--- src/rtl/hold_repeat_ticker.sv ---
// Multi-channel hold-to-repeat tick generator: an optional press tick, a first tick
// after a long hold, then periodic ticks while the button stays held.
module hold_repeat_ticker #(
  parameter int N_CH       = 4,
  parameter int CNT_W      = 25,
  parameter int FIRST_CNT  = 25000000,
  parameter int REPEAT_CNT = 5000000,
  parameter int IMMEDIATE  = 1
) (
  input  logic            clk,
  input  logic            rst,
  input  logic [N_CH-1:0] hold,
  input  logic [N_CH-1:0] rep_en,
  output logic [N_CH-1:0] tick,
  output logic [N_CH-1:0] active,
  output logic            any_tick
);

  typedef enum logic [1:0] {
    S_IDLE,
    S_FIRST,
    S_REPEAT,
    S_DONE
  } state_t;

  localparam logic [CNT_W-1:0] FIRST_TC  = CNT_W'(FIRST_CNT - 1);
  localparam logic [CNT_W-1:0] REPEAT_TC = CNT_W'(REPEAT_CNT - 1);
  localparam logic             IMM_TICK  = (IMMEDIATE != 0);

  state_t [N_CH-1:0]            state_q, state_d;
  logic   [N_CH-1:0][CNT_W-1:0] cnt_q, cnt_d;
  logic   [N_CH-1:0]            tick_q, tick_d;
  logic   [N_CH-1:0]            active_q, active_d;
  logic                         any_tick_q, any_tick_d;

  // Release beats rep_en drop, which beats terminal count, so a release on the
  // terminal edge swallows that tick.
  always_comb begin
    state_d  = state_q;
    cnt_d    = cnt_q;
    tick_d   = '0;
    active_d = '0;
    for (int i = 0; i < N_CH; i++) begin
      case (state_q[i])
        S_IDLE: begin
          cnt_d[i] = '0;
          if (hold[i]) begin
            state_d[i] = S_FIRST;
            tick_d[i]  = IMM_TICK;
          end
        end
        S_FIRST: begin
          if (!hold[i]) begin
            state_d[i] = S_IDLE;
            cnt_d[i]   = '0;
          end else if (cnt_q[i] == FIRST_TC) begin
            tick_d[i]  = 1'b1;
            cnt_d[i]   = '0;
            state_d[i] = rep_en[i] ? S_REPEAT : S_DONE;
          end else begin
            cnt_d[i] = cnt_q[i] + CNT_W'(1);
          end
        end
        S_REPEAT: begin
          if (!hold[i]) begin
            state_d[i] = S_IDLE;
            cnt_d[i]   = '0;
          end else if (!rep_en[i]) begin
            state_d[i] = S_DONE;
            cnt_d[i]   = '0;
          end else if (cnt_q[i] == REPEAT_TC) begin
            tick_d[i] = 1'b1;
            cnt_d[i]  = '0;
          end else begin
            cnt_d[i] = cnt_q[i] + CNT_W'(1);
          end
        end
        S_DONE: begin
          cnt_d[i] = '0;
          if (!hold[i]) state_d[i] = S_IDLE;
        end
        default: begin
          state_d[i] = S_IDLE;
          cnt_d[i]   = '0;
        end
      endcase
      active_d[i] = (state_d[i] == S_FIRST) || (state_d[i] == S_REPEAT);
    end
    any_tick_d = |tick_d;
  end

  always_ff @(posedge clk or negedge rst) begin
    if (!rst) begin
      for (int i = 0; i < N_CH; i++) begin
        state_q[i] <= S_IDLE;
        cnt_q[i]   <= '0;
      end
      tick_q     <= '0;
      active_q   <= '0;
      any_tick_q <= 1'b0;
    end else begin
      state_q    <= state_d;
      cnt_q      <= cnt_d;
      tick_q     <= tick_d;
      active_q   <= active_d;
      any_tick_q <= any_tick_d;
    end
  end

  assign tick     = tick_q;
  assign active   = active_q;
  assign any_tick = any_tick_q;

endmodule

--- config.mk ---
export PLATFORM = sky130hd
export DESIGN_NAME = hold_repeat_ticker
export DESIGN_NICKNAME = d
export VERILOG_FILES = /design/src/rtl/hold_repeat_ticker.sv
export SDC_FILE = /design/constraint.sdc
export NUM_CORES = 1
export LEC_CHECK = 0
export ABC_AREA = 1
export CAP_MARGIN = 20
export CORE_MARGIN = 2
export CORE_UTILIZATION = 40
export CTS_BUF_LIST = sky130_fd_sc_hd__clkbuf_8
export CTS_CLUSTER_SIZE = 16
export DETAILED_ROUTE_END_ITERATION = 16
export PLACE_DENSITY = 0.57
export SETUP_SLACK_MARGIN = 0.02
export SYNTH_ARGS = -nofsm -noshare
export SYNTH_HDL_FRONTEND = slang
export SYNTH_SLANG_ARGS = --single-unit
--- constraint.sdc ---
create_clock -name clk -period 2 [get_ports clk]
set_input_delay 0.4 -clock clk [delete_from_list [all_inputs] [get_ports clk]]
set_output_delay 0.4 -clock clk [all_outputs]
set_load 0.01 [all_outputs]
# Word-level counts from Yosys, hierarchy flattened

Cells that the tools add are included.

Input port bits: 10
Output and inout bits: 9
Register bits: 117

Multiplexer cells: 84
Add/sub/neg operators: 4
Equal/unequal tests: 28
Reduce and logical (&&, ||, !) cells: 13

Operator list:

| cell                                                              | count |
|---|---|
| 25-bit 2-to-1 mux                                                 | 20 |
| 25-bit case mux with 3 select lines                               | 4 |
| 25-bit by 1-bit adder with 25-bit output, second input constant   | 4 |
| 25-bit by 23-bit == test with 1-bit output, second input constant | 4 |
| 25-bit == test, second input constant                             | 4 |
| 2-bit 2-to-1 mux                                                  | 24 |
| 2-bit case mux with 4 select lines                                | 4 |
| 1-bit 2-to-1 mux                                                  | 28 |
| 2-bit == test, second input constant                              | 12 |
| 2-bit by 1-bit == test with 1-bit output, second input constant   | 8 |
| 1-bit case mux with 3 select lines                                | 4 |
| 2-bit logical NOT                                                 | 4 |
| 2-bit OR reduction                                                | 4 |
| 1-bit logical OR                                                  | 4 |
| 4-bit OR reduction                                                | 1 |

# Depth between registers and ports, before layout

Depth after elaboration: 6
Depth in mapped cells: 13

# Least setup slack after synthesis

No wires, ideal clock.

Path type: register to register
From: reg cnt_q[50] in the netlist's numbering
To: reg cnt_q[55] in the netlist's numbering
Required time: 1.880 ns
Buffers on the path: 1
Arrival: 1.479 ns
Cell stages (with the launch flop): 10
Path slack: 0.401 ns
Cell sequence: dfrtp_1 -> ha_1 -> nand2_1 -> nor2_1 -> nand3_1 -> nor2_1 -> a21oi_1 -> o211ai_2 -> buf_6 -> nor2_1

RTL lines:

| item                   | line | RTL |
|---|---|---|
| start, declared        | 31   | `logic [N_CH-1:0][CNT_W-1:0] cnt_q, cnt_d;` |
| start signal, assigned | 103  | `cnt_q <= cnt_d;` |

==> results.sh <==
export IMPL_dr_pass1_iters=4
export IMPL_synth_warnings=0
export IMPL_critical_path_buf_inv_count=0
export IMPL_peakVddDrop_uv=433
export IMPL_syn_mean_instance_area_um2=7.70
export IMPL_ys_types=36
export IMPL_slew_headroom_pct=67.6
export IMPL_grt_max_degree=66
export IMPL_fin_crit_ns=1.84
export IMPL_synth_seq_cells=117
export IMPL_cts_buffers=17
export IMPL_grt_pass1_vias=5584
export IMPL_clkSinkCount=117
export IMPL_drive_gt1_share_pct=9.36
export IMPL_startpoint="cnt_q[25]"
export IMPL_final_hold_viol_count=0
export IMPL_critPathTopFamily="simple AND/OR/NAND/NOR gates"
export IMPL_synthToLayoutAreaGrowth_pct=14.4
export IMPL_timing_rr_end="cnt_q[42]"
export IMPL_synth_seq_area_share_pct=41.6
export IMPL_required_ns=2.33
export IMPL_num_vias=5656
export IMPL_postRouteAntennaNets=0
export IMPL_hold_path_class="reg -> reg"
export IMPL_setup_viol=0
export IMPL_clkLatencyLatePin_ns=0.45
export IMPL_finalPower_uw=5970
export IMPL_hpwl_um=10600
export IMPL_cp_cell_sequence="ha_1 -> nand2_1 -> nor2_4 -> nand3_1 -> nor2_2 -> nand2_1 -> nor2_2 -> nand3b_4 -> nor2_1"
export IMPL_timing_max_cap_violations=0
export IMPL_cp_max_fo=12
export IMPL_clk_pin_slew_ns=0.08
export IMPL_clock_fmax_mhz=545
export IMPL_holdCritStartpoint="cnt_q[0]"
export IMPL_track_usage_pct=17.4
export IMPL_synth_nets=948
export IMPL_cts_tree="built"
export IMPL_die_area_um2=18700
export IMPL_num_io_pins=19
export IMPL_final_area_um2=8050
export IMPL_skew_ns=0.0115
export IMPL_gp_congestion=0.859
export IMPL_root_buffer="clkbuf_8"
export IMPL_diodes=0
export IMPL_powerDensity_nw_per_um2=742
export IMPL_status="finished, final reports clean"
export IMPL_wl_per_cell_um=12.4
export IMPL_r2r_cells=9
export IMPL_core_area_um2=17200
export IMPL_path_class="reg -> reg"
export IMPL_worst_slew_pin_slew_ns=0.483
export IMPL_critPathLaunchType="flop"
export IMPL_die_h_um=137
export IMPL_routed_wl_um=14800
export IMPL_final_nets=993
export IMPL_placement_io_buffers=18
export IMPL_whs_path_depth=1
export IMPL_initial_core_util_pct=40.8
export IMPL_drc=0
export IMPL_grt_ovfl_total=0
export IMPL_vias_per_cell=4.73
export IMPL_grt_pass1_wl_um=25800
export IMPL_report_final_slew_viol_count=0
export IMPL_cts_max_path_buffers=2
export IMPL_drt_iter0_drc=357
export IMPL_whs_endpoint="cnt_q[0]"
export IMPL_timing_rr_start="cnt_q[25]"
export IMPL_die_x_um=137
export IMPL_antenna_found_initial=0
export IMPL_critPathArrivalTime_ns=2.17
export IMPL_rows=48
export IMPL_r2r_setup_slack_ns=0.16
export IMPL_syn_area_um2=7040
export IMPL_cp_end_kind="flop"
export IMPL_place_area_um2=7510
export IMPL_slowest_delay_ns=0.39
export IMPL_rsz0062_at_grt="true"
export IMPL_critPathSlowestCell="dfrtp_1"
export IMPL_h_tree_depth=4
export IMPL_period_share_pct=91.8
export IMPL_netlist_instances=914
export IMPL_leakagePower_uw=0.00359
==> logic make-up after synthesis <==
logic type                 synth area share, %
buffers and inverters                     8.25
AOI/OAI and AO/OA                         3.27
and+or+nand+nor                           32.9
adders and majority gates                 4.27
xor gates and xnor gates                  9.71
DFF                                       41.6
==> cell type report <==
type / count / area [um^2]
inverter: 128 / 480
clock buffer: 17 / 234
fill: 1724 / 9180
tap: 225 / 282
clock inverter: 15 / 143
sequential: 117 / 2930
timing repair buffer: 33 / 355
multi-input combinational: 662 / 3630
==> worst register-to-register path, stage by stage (launching register included) <==
cell and delay, ns:
dfrtp_1 0.39, ha_1 0.18, nand2_1 0.11, nor2_4 0.14, nand3_1 0.13, nor2_2 0.14
nand2_1 0.11, nor2_2 0.18, nand3b_4 0.26, nor2_1 0.07
==> synthesized netlist by cell type, drive strengths merged <==
master / count / share of area [%]
nor2: 199 / 11
nand2: 182 / 9.9
inv: 128 / 6.8
dfrtp: 117 / 42
nand3: 64 / 4.9
xor2: 53 / 6.6
nor3: 40 / 3.4
xnor2: 25 / 3.1
ha: 24 / 4.3
nand4: 21 / 1.9
a21oi: 11 / 0.78
o21ai: 11 / 0.78
buf: 10 / 1.4
nor4: 7 / 0.71
o211ai: 6 / 0.91
or2: 5 / 0.44
a211oi: 2 / 0.21
a31oi: 2 / 0.18
nor3b: 2 / 0.21
o31ai: 2 / 0.21
a21o: 1 / 0.11
nand3b: 1 / 0.28
o22ai: 1 / 0.089
==> worst max-delay path by stage <==
stage,endpoint,slack (ns),depth (start not counted)
floorplan,cnt_q[55],0.40,9
global placement,cnt_q[95],0.06,8
detailed placement,cnt_q[96],-0.007,8
CTS,cnt_q[81],0.03,8
global route,cnt_q[42],0.01,9
finish,cnt_q[42],0.16,9
==> flip-flops by register name, summed over array words and instances (netlist names) <==
register	count
cnt_q	100
tick	4
active	4
state_q	8
any_tick	1
==> layer usage <==
layer  track usage (%)  wire length [um]  vias to the layer above
li1                  -                 -                     2956
met1              24.1              7460                     2620
met2              27.0              6740                       63
met3              3.41               385                       17
met4              6.13               248                        0
met5                 0                 0                        -
==> stage by stage <==
step                      setup TNS (ns)  utilization [%]  cells  hold WS, ns  setup slack [ns]
final                                  0             46.7   1197        0.457             0.164
after detailed placement         -0.0125             43.6   1157        0.428          -0.00663
after CTS                              0             45.9   1191        0.462            0.0324
after global routing                   0             46.7   1197        0.472            0.0112
after floorplan                        0                -    914        0.104             0.401
after global placement                 0             43.6   1157        0.429            0.0574
==> layout by cell type, fill, tap and decap left out, types with 3 or more instances in the layout <==
cell	count
nor2_1	183
nand2_1	177
inv_1	129
dfrtp_1	117
nand3_1	59
xor2_1	53
nor3_1	34
xnor2_1	25
ha_1	23
nand4_1	21
clkbuf_8	17
clkdlybuf4s50_1	17
nor2_2	12
a21oi_1	11
buf_4	10
o21ai_0	9
nor4_1	6
nor3_2	5
or2_2	5
clkinv_2	5
buf_12	5
nand2_2	4
nand3_2	4
nor2_4	4
o211ai_1	4
clkinv_4	4
nand3b_4	3
==> report_power, final <==
part           internal, uW  switching [uW]
Sequential             2510            96.6
Clock                  1090            1000
Combinational           500             773
==> repair_timing <==
item,4_1_cts,5_1_grt
buffers inserted,0,4
setup endpoints to repair,12,96
endpoints found under the hold margin,117,0
gates resized for setup,0,15
pin swaps,1,3
hold buffers,1,0
cloned,1,2
No activity file was read; power rests on OpenSTA's default activity.
